## config.mk

```make
export PLATFORM = sky130hd
export DESIGN_NAME = sdram_inport_arbiter
export DESIGN_NICKNAME = d
export VERILOG_FILES = /design/src/rtl/sdram_inport_arbiter.sv
export SDC_FILE = /design/constraint.sdc
export NUM_CORES = 1
export LEC_CHECK = 0
export BUFFER_PORTS_ARGS = -buffer_cell sky130_fd_sc_hd__buf_4
export CAP_MARGIN = 20
export CELL_PAD_IN_SITES_DETAIL_PLACEMENT = 1
export CELL_PAD_IN_SITES_GLOBAL_PLACEMENT = 2
export CORE_AREA = 3 3 164 166
export CTS_CLUSTER_DIAMETER = 100
export CTS_CLUSTER_SIZE = 28
export DETAILED_ROUTE_END_ITERATION = 10
export DIE_AREA = 0 0 167 169
export GPL_TIMING_DRIVEN = 0
export PLACE_DENSITY = 0.87
export REMOVE_ABC_BUFFERS = 1
export SLEW_MARGIN = 40
export SYNTH_ARGS = -nofsm -noshare
export SYNTH_HDL_FRONTEND = slang
export SYNTH_SLANG_ARGS = --single-unit
```

## constraint.sdc

```tcl
create_clock -name clk_i -period 4.5 [get_ports clk_i]
set_input_delay 0.9 -clock clk_i [delete_from_list [all_inputs] [get_ports clk_i]]
set_output_delay 0.9 -clock clk_i [all_outputs]
set_load 0.01 [all_outputs]
```

## src/rtl/sdram_inport_arbiter.sv

```systemverilog
// sdram_inport_arbiter: round-robin sharing of the single SDRAM controller inport
// between NUM_REQ requesters. Accepted transactions are tracked in an in-order
// ID FIFO so that core ack/error/read data return to the originating requester.
// Optional feature macro: SDRAM_ARB_PRIO0_EN (requester 0 gets fixed top priority).
//
// state    | meaning
// ---------+------------------------------------------------------------
// ST_ARB   | choose next pending requester (blocked while ID FIFO full)
// ST_GRANT | core sees the live fields of gnt_idx_q until accept/withdraw
`timescale 1ns/1ps

module sdram_inport_arbiter #(
  parameter int NUM_REQ     = 4,
  parameter int OUTST_DEPTH = 4
) (
  input  logic                            clk_i,
  input  logic                            rst_ni,
  input  logic [4*NUM_REQ-1:0]            req_wr_i,
  input  logic [NUM_REQ-1:0]              req_rd_i,
  input  logic [32*NUM_REQ-1:0]           req_addr_i,
  input  logic [32*NUM_REQ-1:0]           req_wdata_i,
  output logic [NUM_REQ-1:0]              req_accept_o,
  output logic [NUM_REQ-1:0]              req_ack_o,
  output logic [NUM_REQ-1:0]              req_error_o,
  output logic [31:0]                     req_rdata_o,
  output logic [3:0]                      inport_wr_o,
  output logic                            inport_rd_o,
  output logic [31:0]                     inport_addr_o,
  output logic [31:0]                     inport_wdata_o,
  input  logic                            inport_accept_i,
  input  logic                            inport_ack_i,
  input  logic                            inport_error_i,
  input  logic [31:0]                     inport_rdata_i,
  output logic [$clog2(OUTST_DEPTH):0]    outst_cnt_o,
  output logic                            proto_err_o
);

  localparam int IW = $clog2(NUM_REQ);
  localparam int PW = $clog2(OUTST_DEPTH);
  localparam int CW = PW + 1;

  typedef enum logic {ST_ARB, ST_GRANT} state_e;

  state_e          state_q;
  logic [IW-1:0]   gnt_idx_q;
  logic [IW-1:0]   rr_ptr_q;
  logic [IW-1:0]   fifo_q [OUTST_DEPTH];
  logic [PW-1:0]   wr_ptr_q, rd_ptr_q;
  logic [CW-1:0]   cnt_q;
  logic            proto_err_q;

  logic [NUM_REQ-1:0] pend;
  logic [IW-1:0]      sel_idx;
  logic               sel_vld;
  logic [IW:0]        cand;
  logic [IW-1:0]      rr_nxt;
  logic [IW-1:0]      head;
  logic               full, empty, push, pop, gnt_pend;

  assign full     = (cnt_q == CW'(OUTST_DEPTH));
  assign empty    = (cnt_q == '0);
  assign push     = (state_q == ST_GRANT) && inport_accept_i;
  assign pop      = inport_ack_i && !empty;
  assign head     = fifo_q[rd_ptr_q];
  assign gnt_pend = pend[gnt_idx_q];
  assign rr_nxt   = (gnt_idx_q == IW'(NUM_REQ - 1)) ? '0 : gnt_idx_q + 1'b1;

  // Pending flags: any write byte lane or a read.
  always_comb begin
    pend = '0;
    for (int r = 0; r < NUM_REQ; r++) begin
      pend[r] = (|req_wr_i[4*r +: 4]) | req_rd_i[r];
    end
  end

  // Round-robin pick starting at rr_ptr_q; requester 0 may override.
  always_comb begin
    sel_idx = '0;
    sel_vld = 1'b0;
    cand    = '0;
    for (int i = 0; i < NUM_REQ; i++) begin
      cand = {1'b0, rr_ptr_q} + (IW+1)'(i);
      if (cand >= (IW+1)'(NUM_REQ)) cand = cand - (IW+1)'(NUM_REQ);
      if (!sel_vld && pend[cand[IW-1:0]]) begin
        sel_idx = cand[IW-1:0];
        sel_vld = 1'b1;
      end
    end
`ifdef SDRAM_ARB_PRIO0_EN
    if (pend[0]) begin
      sel_idx = '0;
      sel_vld = 1'b1;
    end
`endif
  end

  // Arbitration FSM: one grant at a time, held until accepted or withdrawn.
  always_ff @(posedge clk_i or negedge rst_ni) begin
    if (!rst_ni) begin
      state_q   <= ST_ARB;
      gnt_idx_q <= '0;
      rr_ptr_q  <= '0;
    end else begin
      case (state_q)
        ST_ARB: begin
          if (!full && sel_vld) begin
            gnt_idx_q <= sel_idx;
            state_q   <= ST_GRANT;
          end
        end
        ST_GRANT: begin
          if (inport_accept_i) begin
            state_q <= ST_ARB;
`ifdef SDRAM_ARB_PRIO0_EN
            // Requester 0 grants leave the rotation among 1..NUM_REQ-1 untouched.
            if (gnt_idx_q != '0) rr_ptr_q <= rr_nxt;
`else
            rr_ptr_q <= rr_nxt;
`endif
          end else if (!gnt_pend) begin
            state_q <= ST_ARB;
          end
        end
        default: state_q <= ST_ARB;
      endcase
    end
  end

  // ID FIFO storage; contents are only meaningful between the pointers.
  always_ff @(posedge clk_i) begin
    if (push) fifo_q[wr_ptr_q] <= gnt_idx_q;
  end

  // ID FIFO pointers, occupancy and sticky protocol error.
  always_ff @(posedge clk_i or negedge rst_ni) begin
    if (!rst_ni) begin
      wr_ptr_q    <= '0;
      rd_ptr_q    <= '0;
      cnt_q       <= '0;
      proto_err_q <= 1'b0;
    end else begin
      if (push) wr_ptr_q <= wr_ptr_q + 1'b1;
      if (pop)  rd_ptr_q <= rd_ptr_q + 1'b1;
      case ({push, pop})
        2'b10:   cnt_q <= cnt_q + 1'b1;
        2'b01:   cnt_q <= cnt_q - 1'b1;
        default: cnt_q <= cnt_q;
      endcase
      if (inport_ack_i && empty) proto_err_q <= 1'b1;
    end
  end

  // Core-side mux plus per-requester accept/ack/error steering.
  always_comb begin
    inport_wr_o    = '0;
    inport_rd_o    = 1'b0;
    inport_addr_o  = '0;
    inport_wdata_o = '0;
    req_accept_o   = '0;
    req_ack_o      = '0;
    req_error_o    = '0;
    for (int r = 0; r < NUM_REQ; r++) begin
      if (state_q == ST_GRANT && gnt_idx_q == IW'(r)) begin
        inport_wr_o    = req_wr_i[4*r +: 4];
        inport_rd_o    = req_rd_i[r];
        inport_addr_o  = req_addr_i[32*r +: 32];
        inport_wdata_o = req_wdata_i[32*r +: 32];
      end
      req_accept_o[r] = push && (gnt_idx_q == IW'(r));
      req_ack_o[r]    = pop && (head == IW'(r));
      req_error_o[r]  = pop && (head == IW'(r)) && inport_error_i;
    end
  end

  assign req_rdata_o = inport_rdata_i;
  assign outst_cnt_o = cnt_q;
  assign proto_err_o = proto_err_q;

endmodule

```

==> results.rst <==
.. list-table::
   :header-rows: 1

   * - Metric
     - Value
   * - Class of the worst hold path
     - input port to asynchronous set/reset pin
   * - Sinks on the clock net
     - 21
   * - Number of buffers between clock root and the deepest sink
     - 2
   * - Final count of negative-setup-slack endpoints
     - 0
   * - Compound-gate portion of the synthesized area
     - a little over two fifths
   * - Fin crit share
     - 78.8%
   * - Worst clock skew
     - 0.00207 ns
   * - Worst-path maximum fanout
     - 22
   * - Adder-cell share of the synthesized area
     - slightly below 4%
   * - Count of cells along the worst register-to-register path
     - 8
   * - Worst slew pin tran
     - about 0.66 ns
   * - Total internal power
     - ~2000 uW
   * - Combinational family with the most area after synthesis
     - compound AO/OA/AOI/OAI gates
   * - Clock insertion delay at the later pin of the skew report
     - between 0.2 and 0.3 ns
   * - CTS tree
     - yes
   * - Iter 0 DRT Violations
     - 220
   * - Net Sw Frac
     - a little under half
   * - Mean number of vias per cell
     - between 4 and 5
   * - Top Ports
     - 430
   * - Initial Utilization
     - between 10% and 20%
   * - Clk slew on worst S/H paths
     - ~0.060 ns
   * - Final max-slew violation count
     - 0
   * - Relative contribution of combinational cells to total power
     - 84.2%
   * - Fraction of synthesis flops using an asynchronous set or reset pin
     - 61.9%
   * - Setup slack on the worst flop-to-flop path
     - 2.20 ns
   * - Core area
     - about 26,000 um^2
   * - Share of cells above drive strength 1
     - just over 50%
   * - Nets@finish
     - about 1,100
   * - CP startpoint kind
     - flop
   * - Flop and latch count out of synthesis
     - 21
   * - Total routing usage reported by global routing
     - 14.2%
   * - Design Power
     - around 3700 uW
   * - Share of the yosys chip area belonging to registers
     - between 15 and 20%
   * - Commonest cells after routing, fill and taps aside
     - sky130_fd_sc_hd__buf_4, sky130_fd_sc_hd__o21ai_0, sky130_fd_sc_hd__nand2_1, sky130_fd_sc_hd__a221o_1, sky130_fd_sc_hd__o21ai_1
   * - RSZ-0062 raised after global routing
     - no
   * - Area of the die
     - ~28,000 um^2
   * - Synth Area in Simple Gates
     - about 16%
   * - Required time of the critical path
     - approximately 3.6 ns
   * - Synth Area in XOR/XNOR
     - 1.55%
   * - Number of hold-slack violations in the final timing report
     - 0
   * - Net Sw Power
     - around 1800 uW
   * - Cell chosen for the clock root
     - sky130_fd_sc_hd__clkbuf_16
   * - Largest net degree at the start of global routing
     - 64
   * - Vertical extent of the die
     - 169 um
   * - Number of buffers added by the clock tree synthesis step
     - 3
   * - Minimum clock period after layout
     - around 3.5 ns
   * - Critical path class
     - flop to primary output
   * - Post-detailed-placement half-perimeter wirelength
     - ~18,000 um
   * - Drt total wl
     - about 22,000 um
   * - Number of flops mapped to enable cells by yosys
     - 8
   * - Cells after synthesis
     - about 470
   * - Peak supply drop
     - about 0.00051 V
   * - Area growth syn-to-layout
     - 86.9%
   * - Instance area at placement
     - approximately 6200 um^2
   * - Combined flip-flop and latch cell area
     - around 570 um^2
   * - Status
     - completed
   * - Vias after detailed routing
     - 5,032
   * - Multiplexer share of the synthesized area
     - under 10%
   * - CTS Hold Buffers Added
     - 0
   * - Power per cell area
     - about 590 nW/um^2
   * - Lkg Pwr
     - 0.00292 uW
   * - Clk pwr share
     - about 5.2%
   * - Total of max-cap violations
     - 0
   * - Htree depth
     - 1
   * - First-pass GRT wire length
     - 31,900 um
   * - Detailed-router iteration count before antenna repair
     - 4
   * - YS warnings
     - 0
   * - Endpoint kind of the worst setup timing path
     - primary output
   * - Combined area of the multi-input logic cells
     - ~2300 um^2
   * - Antenna violations before repair
     - 2
   * - Wire per inst
     - around 20 um
   * - Sequential cell fraction of total power
     - 10.5%
   * - Final weighted congestion in routability-driven placement
     - a little under 0.8
   * - Number of distinct library cell variants in the gate-level netlist after synthesis
     - 42
   * - Overall die width
     - 167 um
   * - Slew HR
     - a little under three fifths
   * - Vias in the first global route
     - around 5,300
   * - Fmax
     - roughly 280 MHz
   * - Commonest non-fill, non-tap cell in the layout
     - sky130_fd_sc_hd__buf_4
   * - Port Buf Inserts
     - around 370
   * - Summed instance area of the synthesized netlist
     - about 3400 um^2
   * - Number of rows in the core area
     - 59
   * - Number of setup buffers added after CTS
     - 0
   * - Design Area, Final
     - approximately 6300 um^2
   * - Drt drc
     - 0
   * - Most used flip-flop cell after synthesis
     - sky130_fd_sc_hd__dfrtp_1
   * - Avg Synthesized Cell Area
     - 7.23 um^2
   * - # fillers
     - 3,158
   * - Post-route antenna net violation count
     - 0
   * - GRT overflow
     - 0
   * - Critical path arrival
     - around 2.7 ns
   * - Resized cells post-CTS
     - 0
-- synth_stat cells (2+ instances only) --
library cell               instances  area [um^2]
sky130_fd_sc_hd__dfrtp_1          13          325
sky130_fd_sc_hd__edfxtp_1          8          240
sky130_fd_sc_hd__nor2_1            5         18.8
sky130_fd_sc_hd__ha_1              9          113
sky130_fd_sc_hd__and3_1           10         62.6
sky130_fd_sc_hd__buf_2            22          110
sky130_fd_sc_hd__xor2_1            3         26.3
sky130_fd_sc_hd__mux4_2            2         45.0
sky130_fd_sc_hd__and2_1            4         25.0
sky130_fd_sc_hd__a221o_1          69          691
sky130_fd_sc_hd__o21ai_0         118          591
sky130_fd_sc_hd__mux2_2            2         22.5
sky130_fd_sc_hd__inv_1             8         30.0
sky130_fd_sc_hd__buf_4            34          255
sky130_fd_sc_hd__or4_4             3         33.8
sky130_fd_sc_hd__xnor2_1           3         26.3
sky130_fd_sc_hd__clkbuf_1         21         78.8
sky130_fd_sc_hd__nand2_1          79          297
sky130_fd_sc_hd__nor2_2            3         18.8
sky130_fd_sc_hd__o21ai_1          24          120
sky130_fd_sc_hd__nor3_1            5         25.0
sky130_fd_sc_hd__buf_6             3         33.8
-- final timing paths --
check | startpoint | end
max in group asynchronous | rst_ni | rr_ptr_q[0]
min in group clk_i | proto_err_o | proto_err_o
hold reg to reg | proto_err_o | proto_err_o
hold / removal | rst_ni | proto_err_o
setup reg to reg | outst_cnt_o[2] | outst_cnt_o[2]
setup / recovery | gnt_idx_q[0] | inport_addr_o[19]
-- kinds of logic after synthesis --
kind of cell / count (synthesis)
AOI/OAI and AO/OA: 221
xor gates and xnor gates: 6
adders and majority gates: 10
buffers and inverters: 88
DFF: 21
muxes: 6
and+or+nand+nor: 116
-- area by class of cell --
type | count | share of cell area [%]
antenna | 1 | 0.0396
clock buffer | 3 | 1.19
clock inverter | 1 | 0.0791
inverter | 8 | 0.475
multi-input combinational | 359 | 36.8
sequential | 21 | 8.94
tap | 335 | 6.63
timing repair buffer | 373 | 45.8
-- registers in the layout, indices dropped and copies added, names as in the netlist --
name         flops
proto_err_o      1
state_q          1
outst_cnt_o      3
gnt_idx_q        2
rr_ptr_q         2
rd_ptr_q         2
fifo_q           8
wr_ptr_q         2
-- per-stage QoR --
| step | setup slack, ns | TNS (ns) | hold WS (ns) | std cells | util, % |
|---|---|---|---|---|---|
| global placement | -1.62 | -84.39 | 0.442 | 1088 | 23.5 |
| global route | 0.773 | 0 | 0.490 | 1101 | 24.5 |
| floorplan | 0.291 | 0 | 0.481 | 388 | - |
| CTS | 0.925 | 0 | 0.484 | 1100 | 24.5 |
| detailed placement | 1.23 | 0 | 0.470 | 1096 | 24.2 |
| finish | 0.952 | 0 | 0.476 | 1101 | 24.5 |
-- metal layers --
layer  wire, um  vias to the layer above  global-route usage (%)
met1       8810                     2426                    17.6
met5        115                        -                    3.13
met4        231                        4                    2.08
met2      10600                      252                    24.0
met3       2010                       18                    4.90
li1           -                     2332                       -
-- critical path: stages, from the launching register on --
cell                      delay (ns)
sky130_fd_sc_hd__dfrtp_1        0.51
sky130_fd_sc_hd__inv_1          0.14
sky130_fd_sc_hd__ha_1           0.18
sky130_fd_sc_hd__nand2_1        0.09
sky130_fd_sc_hd__nor2_4         0.35
sky130_fd_sc_hd__buf_16         0.21
sky130_fd_sc_hd__buf_8          0.20
sky130_fd_sc_hd__a221o_1        0.16
sky130_fd_sc_hd__o21ai_0        0.16
sky130_fd_sc_hd__o21ai_0        0.21
sky130_fd_sc_hd__buf_4          0.15
-- power by group through the flow --
| stage | Clock (uW) | Combinational, uW | Sequential (uW) |
|---|---|---|---|
| detailed placement | 0 | 3190 | 399 |
| CTS | 197 | 3210 | 396 |
| global placement | 0 | 3090 | 385 |
| finish | 195 | 3150 | 394 |
| global route | 203 | 3470 | 412 |
| floorplan | 0 | 1570 | 367 |
Note: power is estimated with default switching activity, not from simulation.
